### src/rtl/net_cmd_unit_if.sv
// Network packet port of net_cmd_unit: the master drives a packet, the slave
// reports whether it can take one this cycle.
interface net_cmd_unit_if #(
  parameter int ID_W   = 10,
  parameter int ADDR_W = 10,
  parameter int DATA_W = 32
);
  logic              net_valid_i;
  logic [ID_W-1:0]   net_id_i;
  logic [2:0]        net_op_i;
  logic [ADDR_W-1:0] net_addr_i;
  logic [DATA_W-1:0] net_data_i;
  logic              net_ready_o;

  modport master (
    output net_valid_i, net_id_i, net_op_i, net_addr_i, net_data_i,
    input  net_ready_o
  );

  modport slave (
    input  net_valid_i, net_id_i, net_op_i, net_addr_i, net_data_i,
    output net_ready_o
  );
endinterface

### src/rtl/net_cmd_unit.sv
// Buffered network command front end: queues packets for this core and retires
// them in order as imem/RF writes, barrier updates or PC starts; owns run state.
// Optional macro NET_CMD_BYPASS_EN: retire straight from the port when empty.
module net_cmd_unit #(
  parameter int ID_W      = 10,
  parameter int NET_ID_P  = 1,
  parameter int ADDR_W    = 10,
  parameter int DATA_W    = 32,
  parameter int INSTR_W   = 16,
  parameter int RF_ADDR_W = 6,
  parameter int MASK_W    = 3,
  parameter int DEPTH     = 4
) (
  input  logic                     clk,
  input  logic                     reset,
  net_cmd_unit_if.slave            net,
  input  logic                     core_stall_i,
  input  logic                     core_rf_busy_i,
  input  logic                     core_done_i,
  input  logic                     core_err_i,
  output logic                     imem_wen_o,
  output logic [ADDR_W-1:0]        imem_addr_o,
  output logic [INSTR_W-1:0]       imem_data_o,
  output logic                     rf_wen_o,
  output logic [RF_ADDR_W-1:0]     rf_addr_o,
  output logic [DATA_W-1:0]        rf_data_o,
  output logic                     pc_load_o,
  output logic [ADDR_W-1:0]        pc_load_addr_o,
  output logic [MASK_W-1:0]        barrier_init_o,
  output logic [MASK_W-1:0]        barrier_mask_o,
  output logic [1:0]               state_o,
  output logic                     exception_o,
  output logic [$clog2(DEPTH):0]   fifo_count_o
);

  localparam int PTR_W = $clog2(DEPTH);
  localparam int CNT_W = PTR_W + 1;

  localparam logic [2:0] OP_INSTR = 3'd1;
  localparam logic [2:0] OP_REG   = 3'd2;
  localparam logic [2:0] OP_PC    = 3'd3;
  localparam logic [2:0] OP_BAR   = 3'd4;

  typedef enum logic [1:0] {
    ST_IDLE = 2'd0,
    ST_RUN  = 2'd1,
    ST_ERR  = 2'd2
  } state_t;

  logic [2:0]        r_op_mem   [DEPTH];
  logic [ADDR_W-1:0] r_addr_mem [DEPTH];
  logic [DATA_W-1:0] r_data_mem [DEPTH];

  logic [PTR_W-1:0]  r_wr_ptr;
  logic [PTR_W-1:0]  r_rd_ptr;
  logic [CNT_W-1:0]  r_count;
  state_t            r_state;
  state_t            w_state_next;
  logic [MASK_W-1:0] r_barrier_mask;
  logic              r_exception;

  logic              w_full;
  logic              w_empty;
  logic              w_op_known;
  logic              w_accept;
  logic              w_bypass;
  logic              w_push;
  logic              w_pop;
  logic              w_src_valid;
  logic [2:0]        w_src_op;
  logic [ADDR_W-1:0] w_src_addr;
  logic [DATA_W-1:0] w_src_data;
  logic              w_src_can;
  logic              w_retire;
  logic              w_imem_wen;
  logic              w_rf_wen;
  logic              w_pc_load;
  logic              w_pc_fault;
  logic              w_bar_load;
  logic              w_exc_set;

  // In ERR every command is drained and discarded, so nothing ever blocks.
  function automatic logic f_can_retire(input logic [2:0] op, input state_t st,
                                        input logic stall, input logic rf_busy);
    logic ok;
    ok = 1'b1;
    if (st != ST_ERR) begin
      case (op)
        OP_INSTR: ok = (st != ST_RUN) || stall;
        OP_REG:   ok = !rf_busy;
        default:  ok = 1'b1;
      endcase
    end
    return ok;
  endfunction

  assign w_full     = (r_count == CNT_W'(DEPTH));
  assign w_empty    = (r_count == '0);
  assign w_op_known = (net.net_op_i >= OP_INSTR) && (net.net_op_i <= OP_BAR);
  assign w_accept   = net.net_valid_i && (net.net_id_i == ID_W'(NET_ID_P)) &&
                      w_op_known && !w_full;
  assign net.net_ready_o = !w_full;

`ifdef NET_CMD_BYPASS_EN
  assign w_bypass = w_empty && w_accept &&
                    f_can_retire(net.net_op_i, r_state, core_stall_i, core_rf_busy_i);
`else
  assign w_bypass = 1'b0;
`endif

  // Head source is the FIFO, or the port itself when a bypass is taken.
  assign w_src_valid = reset && (!w_empty || w_bypass);
  assign w_src_op    = w_empty ? net.net_op_i   : r_op_mem[r_rd_ptr];
  assign w_src_addr  = w_empty ? net.net_addr_i : r_addr_mem[r_rd_ptr];
  assign w_src_data  = w_empty ? net.net_data_i : r_data_mem[r_rd_ptr];
  assign w_src_can   = f_can_retire(w_src_op, r_state, core_stall_i, core_rf_busy_i);
  assign w_retire    = w_src_valid && w_src_can;

  assign w_push = w_accept && !w_bypass;
  assign w_pop  = w_retire && !w_empty;

  always_comb begin
    w_state_next = r_state;
    w_imem_wen   = 1'b0;
    w_rf_wen     = 1'b0;
    w_pc_load    = 1'b0;
    w_pc_fault   = 1'b0;
    w_bar_load   = 1'b0;
    w_exc_set    = 1'b0;
    if (w_retire && (r_state != ST_ERR)) begin
      case (w_src_op)
        OP_INSTR: w_imem_wen = 1'b1;
        OP_REG:   w_rf_wen   = 1'b1;
        OP_BAR:   w_bar_load = 1'b1;
        OP_PC: begin
          if (r_state == ST_IDLE) w_pc_load  = 1'b1;
          else                    w_pc_fault = 1'b1;
        end
        default: ;
      endcase
    end
    case (r_state)
      ST_IDLE: if (w_pc_load) w_state_next = ST_RUN;
      ST_RUN: begin
        // A fault outranks a DONE arriving in the same cycle.
        if (w_pc_fault || core_err_i) begin
          w_state_next = ST_ERR;
          w_exc_set    = 1'b1;
        end else if (core_done_i) begin
          w_state_next = ST_IDLE;
        end
      end
      ST_ERR:  w_state_next = ST_ERR;
      default: w_state_next = ST_IDLE;
    endcase
  end

  always_ff @(posedge clk or negedge reset) begin
    if (!reset) r_state <= ST_IDLE;
    else        r_state <= w_state_next;
  end

  always_ff @(posedge clk or negedge reset) begin
    if (!reset) begin
      r_wr_ptr       <= '0;
      r_rd_ptr       <= '0;
      r_count        <= '0;
      r_barrier_mask <= '0;
      r_exception    <= 1'b0;
    end else begin
      if (w_push) r_wr_ptr <= r_wr_ptr + PTR_W'(1);
      if (w_pop)  r_rd_ptr <= r_rd_ptr + PTR_W'(1);
      case ({w_push, w_pop})
        2'b10:   r_count <= r_count + CNT_W'(1);
        2'b01:   r_count <= r_count - CNT_W'(1);
        default: r_count <= r_count;
      endcase
      if (w_bar_load) r_barrier_mask <= w_src_data[MASK_W-1:0];
      if (w_exc_set)  r_exception    <= 1'b1;
    end
  end

  always_ff @(posedge clk) begin
    if (w_push) begin
      r_op_mem[r_wr_ptr]   <= net.net_op_i;
      r_addr_mem[r_wr_ptr] <= net.net_addr_i;
      r_data_mem[r_wr_ptr] <= net.net_data_i;
    end
  end

  assign imem_wen_o     = w_imem_wen;
  assign imem_addr_o    = w_src_addr;
  assign imem_data_o    = w_src_data[INSTR_W-1:0];
  assign rf_wen_o       = w_rf_wen;
  assign rf_addr_o      = w_src_addr[RF_ADDR_W-1:0];
  assign rf_data_o      = w_src_data;
  assign pc_load_o      = w_pc_load;
  assign pc_load_addr_o = w_src_addr;
  assign barrier_init_o = w_src_data[MASK_W-1:0];
  assign barrier_mask_o = r_barrier_mask;
  assign state_o        = r_state;
  assign exception_o    = r_exception;
  assign fifo_count_o   = r_count;

endmodule
### src/flat_wrapper.sv
// flat-port wrapper written by rule: the top's interface ports become plain ports
module net_cmd_unit_flat 
#(
  parameter int ID_W      = 10,
  parameter int NET_ID_P  = 1,
  parameter int ADDR_W    = 10,
  parameter int DATA_W    = 32,
  parameter int INSTR_W   = 16,
  parameter int RF_ADDR_W = 6,
  parameter int MASK_W    = 3,
  parameter int DEPTH     = 4
)
  (clk, reset, core_stall_i, core_rf_busy_i, core_done_i, core_err_i, imem_wen_o, imem_addr_o, imem_data_o, rf_wen_o, rf_addr_o, rf_data_o, pc_load_o, pc_load_addr_o, barrier_init_o, barrier_mask_o, state_o, exception_o, fifo_count_o, net_net_valid_i, net_net_id_i, net_net_op_i, net_net_addr_i, net_net_data_i, net_net_ready_o);
  net_cmd_unit_if #(.ID_W(ID_W), .ADDR_W(ADDR_W), .DATA_W(DATA_W)) net_i ();
  input  logic clk;
  input  logic reset;
  input  logic core_stall_i;
  input  logic core_rf_busy_i;
  input  logic core_done_i;
  input  logic core_err_i;
  output logic imem_wen_o;
  output logic [ADDR_W-1:0] imem_addr_o;
  output logic [INSTR_W-1:0] imem_data_o;
  output logic rf_wen_o;
  output logic [RF_ADDR_W-1:0] rf_addr_o;
  output logic [DATA_W-1:0] rf_data_o;
  output logic pc_load_o;
  output logic [ADDR_W-1:0] pc_load_addr_o;
  output logic [MASK_W-1:0] barrier_init_o;
  output logic [MASK_W-1:0] barrier_mask_o;
  output logic [1:0] state_o;
  output logic exception_o;
  output logic [$clog2(DEPTH):0] fifo_count_o;
  input wire logic [$bits(net_i.net_valid_i)-1:0] net_net_valid_i;
  input wire logic [$bits(net_i.net_id_i)-1:0] net_net_id_i;
  input wire logic [$bits(net_i.net_op_i)-1:0] net_net_op_i;
  input wire logic [$bits(net_i.net_addr_i)-1:0] net_net_addr_i;
  input wire logic [$bits(net_i.net_data_i)-1:0] net_net_data_i;
  output wire logic [$bits(net_i.net_ready_o)-1:0] net_net_ready_o;
  assign net_i.net_valid_i = net_net_valid_i;
  assign net_i.net_id_i = net_net_id_i;
  assign net_i.net_op_i = net_net_op_i;
  assign net_i.net_addr_i = net_net_addr_i;
  assign net_i.net_data_i = net_net_data_i;
  assign net_net_ready_o = net_i.net_ready_o;
  net_cmd_unit #(.ID_W(ID_W), .NET_ID_P(NET_ID_P), .ADDR_W(ADDR_W), .DATA_W(DATA_W), .INSTR_W(INSTR_W), .RF_ADDR_W(RF_ADDR_W), .MASK_W(MASK_W), .DEPTH(DEPTH)) u_core (.clk(clk), .reset(reset), .net(net_i), .core_stall_i(core_stall_i), .core_rf_busy_i(core_rf_busy_i), .core_done_i(core_done_i), .core_err_i(core_err_i), .imem_wen_o(imem_wen_o), .imem_addr_o(imem_addr_o), .imem_data_o(imem_data_o), .rf_wen_o(rf_wen_o), .rf_addr_o(rf_addr_o), .rf_data_o(rf_data_o), .pc_load_o(pc_load_o), .pc_load_addr_o(pc_load_addr_o), .barrier_init_o(barrier_init_o), .barrier_mask_o(barrier_mask_o), .state_o(state_o), .exception_o(exception_o), .fifo_count_o(fifo_count_o));
endmodule
### config.mk
export PLATFORM = sky130hd
export DESIGN_NAME = net_cmd_unit_flat
export DESIGN_NICKNAME = d
export VERILOG_FILES = /design/src/rtl/net_cmd_unit_if.sv /design/src/rtl/net_cmd_unit.sv /design/src/flat_wrapper.sv
export SDC_FILE = /design/constraint.sdc
export NUM_CORES = 1
export LEC_CHECK = 0
export CAP_MARGIN = 15
export CORE_ASPECT_RATIO = 2
export CORE_MARGIN = 1.5
export CORE_UTILIZATION = 41
export DETAILED_ROUTE_END_ITERATION = 6
export PLACE_DENSITY = 0.69
export SLEW_MARGIN = 20
export SYNTH_ARGS = -nofsm -noshare
export SYNTH_HDL_FRONTEND = slang
export SYNTH_SLANG_ARGS = --single-unit
### constraint.sdc
create_clock -name clk -period 5 [get_ports clk]
set_input_delay 1.5 -clock clk [delete_from_list [all_inputs] [get_ports clk]]
set_output_delay 1.5 -clock clk [all_outputs]
set_load 0.005 [all_outputs]
* Word-level counts from Yosys, hierarchy flattened
Memories as Yosys holds them, arrays and structs flattened. Cells that the tools add are included.
Operators by class: muxes and demuxes 26, equal/unequal tests 14, magnitude comparators 2, add/subtract/negate cells 4, reductions and logical operators 17
Operators by type and width (number):
- $mux 32 | 1
- $mux 1 | 17
- $eq 10x1->1 const B | 1
- $mux 10 | 1
- $logic_and 1x1->1 | 8
- $eq 3x2->1 const B | 2
- $eq 3x3->1 const B | 2
- $mux 2 | 3
- $pmux 2 s3 | 1
- $pmux 3 s2 | 1
- $add 2x1->2 const B | 2
- $eq 2x1->1 const B | 2
- $eq 2x2->1 const B | 2
- $ne 2x2->1 const B | 2
- $add 3x1->3 const B | 1
- $eq 3x1->1 const B | 1
- $ge 3x1->1 const B | 1
- $le 3x3->1 const B | 1
- $logic_not 1->1 | 3
- $logic_not 3->1 | 1
- $mux 3 | 1
- $ne 3x2->1 const B | 1
- $sub 3x1->3 const B | 1
- $logic_not 2->1 | 1
- 5 further kinds | 6
Storage, ports and cells: output and inout port bits 90, RAM bits 180, flip-flop bits (word level) 13, memories kept 3
Memory list:
- u_core.r_data_mem | depth 4, bits a word 32, read ports 1, clocked after memory_dff 0, wr ports 1, RTL line net_cmd_unit.sv:52 | logic [DATA_W-1:0] r_data_mem [DEPTH];
- u_core.r_addr_mem | depth 4, bits a word 10, read ports 1, clocked after memory_dff 0, wr ports 1, RTL line net_cmd_unit.sv:51 | logic [ADDR_W-1:0] r_addr_mem [DEPTH];
- u_core.r_op_mem | depth 4, bits a word 3, read ports 1, clocked after memory_dff 0, wr ports 1, RTL line net_cmd_unit.sv:50 | logic [2:0] r_op_mem [DEPTH];

* Logic depth before layout (Yosys ltp)
word-level depth 11, gate-level depth with buffers 11, gate-level depth less buffers 11

* Worst setup path before layout
OpenSTA, ideal clock, no wires.
path kind in2reg, from input port net_net_id_i[3], to memory u_core.r_addr_mem[0][0], enable pin, required time 4593 ps, cell stages on the path 4, buffers on the path 0, arrival time 3477 ps, library setup time 407 ps, slack 1116 ps, path through nor4b_1 > nand2_1 > nor3_1 > and2_1
On the way: cells in the longest elaborated chain, start to end 6
Ends and longest elaborated chain:
- start, declared | RTL line flat_wrapper.sv:35 | input wire logic [$bits(net_i.net_id_i)-1:0] net_net_id_i;
- $eq 10x1->1 | RTL line net_cmd_unit.sv:100 | assign w_accept = net.net_valid_i && (net.net_id_i == ID_W'(NET_ID_P)) &&
- $logic_and 1x1->1 (2 in series) | RTL line net_cmd_unit.sv:100
- $logic_and 1x1->1 | RTL line net_cmd_unit.sv:101 | w_op_known && !w_full;
- $mux 1 | RTL line net_cmd_unit.sv:184 | if (w_push) begin
- $mux 1 (not written as such) | RTL line net_cmd_unit.sv:186 | r_addr_mem[r_wr_ptr] <= net.net_addr_i;
- end, declared | RTL line net_cmd_unit.sv:51
Every way passes these cells.

* Worst setup path in the final report
from input port reset, to output port pc_load_o
On the way: cells in the longest elaborated chain, start to end 4
Ends and longest elaborated chain:
- start, declared | RTL line flat_wrapper.sv:16 | input logic reset;
- $logic_and 1x1->1 | RTL line net_cmd_unit.sv:112 | assign w_src_valid = reset && (!w_empty || w_bypass);
- $logic_and 1x1->1 | RTL line net_cmd_unit.sv:117 | assign w_retire = w_src_valid && w_src_can;
- $logic_and 1x1->1 | RTL line net_cmd_unit.sv:130 | if (w_retire && (r_state != ST_ERR)) begin
- $mux 1 | RTL line net_cmd_unit.sv:130
- end, declared | RTL line flat_wrapper.sv:27 | output logic pc_load_o;
Every way passes these cells.

==> impl_metrics.py <==
metrics = {
    "sta": {
        "post-route-min-period_ps": 4870,
        "fin_tns_setup_ps": 0,
        "fin_hold_ws_ps": 475,
        "hold_viol_final": 0,
        "finalCritPeriodShare": 0.974,
        "worst_slew_pin_slew_ps": 779,
        "fin_skew_ps": 11.6,
        "rsz0062_at_grt": "false",
        "slew_headroom": 0.481,
        "max_freq_mhz": 205,
        "slew_violations": 0,
        "setup_violations": 0,
    },
    "setup_path": {
        "start_kind": "input port",
        "crit_path_end": "pc_load_o",
        "crit_fanout": 4,
        "timing.rr.end": "u_core.fifo_count_o[2]$_DFFE_PN0P_",
        "slowest_stage": "clkdlybuf4s50_1",
        "slowest_delay_ps": 560,
        "crit_start": "reset",
        "regToRegSetupSlack_ps": 1860,
        "end_kind": "output port",
        "crit_type": "in2out",
        "reg2reg_from": "u_core.r_rd_ptr[0]$_DFFE_PN0P_",
        "crit_chain": "clkdlybuf4s50_1 -> nand3_1 -> nor3b_1 -> nor3b_1 -> clkdlybuf4s50_1",
        "critPathArrivalTime_ps": 3370,
        "cp_data_required_time_ps": 3500,
        "ff2ff_path_depth": 10,
    },
    "die": {
        "dieArea_um2": 20500,
        "num_io_pins": 152,
        "rows": 72,
        "coreArea_um2": 19300,
        "die_h_um": 201,
        "die_w_um": 102,
        "start_util": 0.417,
    },
    "power": {
        "peakVddDrop_uv": 319,
        "powerDensity_nw_per_um2": 525,
        "power_leakage_uw": 0.00339,
    },
    "route": {
        "drc_errors": 0,
        "wl_mm": 16.6,
        "wl_per_cell_um": 20.6,
        "via_per_inst": 5.20,
        "route.vias.total": 4182,
        "first_pass_iters": 4,
        "drtIter0Drc": 159,
        "ant_nets": 0,
    },
    "cts": {
        "root_buffer": "clkbuf_16",
        "cts_buffer_depth": 2,
        "clock-sinks": 193,
        "cts_max_level": 4,
        "ctsResizeCount": 0,
        "cts_hold_buf": 0,
        "cts_tree": "yes",
        "postCtsSetupRepairBufs": 0,
        "clk_pin_slew_ps": 70,
        "clkLatencyLatePin_ps": 430,
        "cts_buffers": 17,
    },
    "logic_synthesis": {
        "synth_area_um2": 8040,
        "syn-num-nets": 467,
        "yosys.area.top_type": "edfxtp_1",
        "seq_area_frac_synth": 0.713,
        "yosysWarnings": 0,
        "postSynthAreaPerCell_um2": 20.2,
        "syn_inst": 399,
        "ys_ff_latch": 193,
        "synth_top_area_share": 0.672,
        "yosysUniqueCellTypes": 33,
        "synth_flop_cell": "edfxtp_1",
        "synth-edff-count": 180,
        "synth_common_cells": "edfxtp_1 (180), mux2_2 (47), mux4_2 (44), buf_4 (35), dfrtp_1 (13)",
        "yosysMostFrequentCell": "edfxtp_1",
        "yosys-top-cells-area": "edfxtp_1 (67%), mux4_2 (12%), mux2_2 (6.6%)",
        "ys_async_sr_fraction": 0.0674,
    },
    "hold_path": {
        "hold_path.class": "reg2reg",
    },
    "global_routing": {
        "antenna_found_initial": 0,
        "globalRouteOverflowTotal": 0,
        "grt_max_degree": 30,
        "grt_util_all_layers": 0.172,
        "grt_pass1_vias": 4575,
        "grt_first_pass_wirelength_mm": 25.9,
    },
    "placement": {
        "dpl.hpwl_mm": 11.1,
        "dpl.cell_count": 772,
        "routabilityCongestion": 0.806,
        "io_buffer_count": 151,
    },
    "finish": {
        "diodes": 0,
        "final_nets": 600,
        "drive_gt1_frac": 0.264,
        "instances_no_fill": 804,
        "post-route-util": 0.531,
        "areaGrowthSynthToFinish_pct": 27.2,
    },
    "flow_run": {
        "max_cap_violations": 0,
    },
    "status": {
        "status": "finished, final reports clean",
    },
}
per-layer routing:
| layer | up-vias | GRT usage | part of all wire |
|---|---|---|---|
| li1 | 1837 | - | - |
| met1 | 2167 | 0.199 | 0.36 |
| met2 | 149 | 0.306 | 0.56 |
| met3 | 29 | 0.0313 | 0.048 |
| met4 | 0 | 0.0729 | 0.027 |
| met5 | - | 0 | 0 |
cell type report:
type | count | area (um^2)
Fill cell | 1597 | 9050
Sequential cell | 193 | 5740
Multi-Input combinational cell | 150 | 1960
Timing Repair Buffer | 164 | 1620
Clock buffer | 18 | 439
Tap cell | 259 | 324
Clock inverter | 14 | 121
Inverter | 6 | 22.5
worst min-delay path by stage:
| stage | startpoint | to | slack [ps] | cells past startpoint |
|---|---|---|---|---|
| detailed placement | u_core.exception_o$_DFFE_PN0P_ | u_core.exception_o$_DFFE_PN0P_ | 460 | 1 |
| global route | u_core.exception_o$_DFFE_PN0P_ | u_core.exception_o$_DFFE_PN0P_ | 520 | 1 |
| CTS | u_core.exception_o$_DFFE_PN0P_ | u_core.exception_o$_DFFE_PN0P_ | 480 | 1 |
| floorplan | u_core.exception_o$_DFFE_PN0P_ | u_core.exception_o$_DFFE_PN0P_ | 460 | 1 |
| global placement | u_core.exception_o$_DFFE_PN0P_ | u_core.exception_o$_DFFE_PN0P_ | 460 | 1 |
| finish | u_core.exception_o$_DFFE_PN0P_ | u_core.exception_o$_DFFE_PN0P_ | 470 | 1 |
state kept, by name, indices dropped and copies added, names as in the netlist:
signal                 count
u_core.barrier_mask_o      3
u_core.exception_o         1
u_core.fifo_count_o        3
u_core.r_addr_mem         40
u_core.r_data_mem        128
u_core.r_op_mem           12
u_core.r_rd_ptr            2
u_core.r_wr_ptr            2
u_core.state_o             2
power by group:
group	internal [uW]	leakage [uW]	total, uW	switching [uW]
sequential	1810	0.00177	1960	150
clock	667	0.000277	1280	610
combinational	1400	0.00134	2130	731
critical path: cells and delay by family:
kind          cells  cell delay, ps
simple gates      3             780
buf+inv           2            1090
stage by stage:
| step | cell area, um^2 | setup WS [ps] | total power [uW] |
|---|---|---|---|
| 4_1_cts | 10200 | 155 | 5440 |
| 3_5_place_dp | 9670 | 148 | 4160 |
| 2_1_floorplan | 8040 | 1120 | 3190 |
| 5_1_grt | 10200 | 59.8 | 5620 |
| 6_report | 10200 | 129 | 5370 |
| 3_3_place_gp | 9670 | 234 | 4130 |
cells in the final DEF, fill, tap and decap left out, types with 3 or more instances in the layout:
master	count
clkinv_4	4
nor3b_1	3
inv_6	4
inv_1	6
buf_4	12
xor2_1	5
mux4_2	44
nor2_1	9
and2_2	4
dfrtp_1	11
inv_8	3
edfxtp_1	180
mux2_2	47
nand3_1	5
nand2_1	5
clkdlybuf4s50_1	151
clkbuf_16	17
ha_1	5
cells by family (layout without fill, tap and decap cells):
group                      Yosys count  count (layout)  share of synthesized area
AOI/OAI and AO/OA                    5               5                    0.00451
and+or+nand+nor                     40              40                     0.0286
buffers and inverters               56             202                     0.0442
adders and majority gates            6               6                     0.0103
xor gates and xnor gates             7               7                    0.00762
muxes                               92              92                      0.192
DFF                                193             193                      0.713
Note: power is estimated with default switching activity, not from simulation.
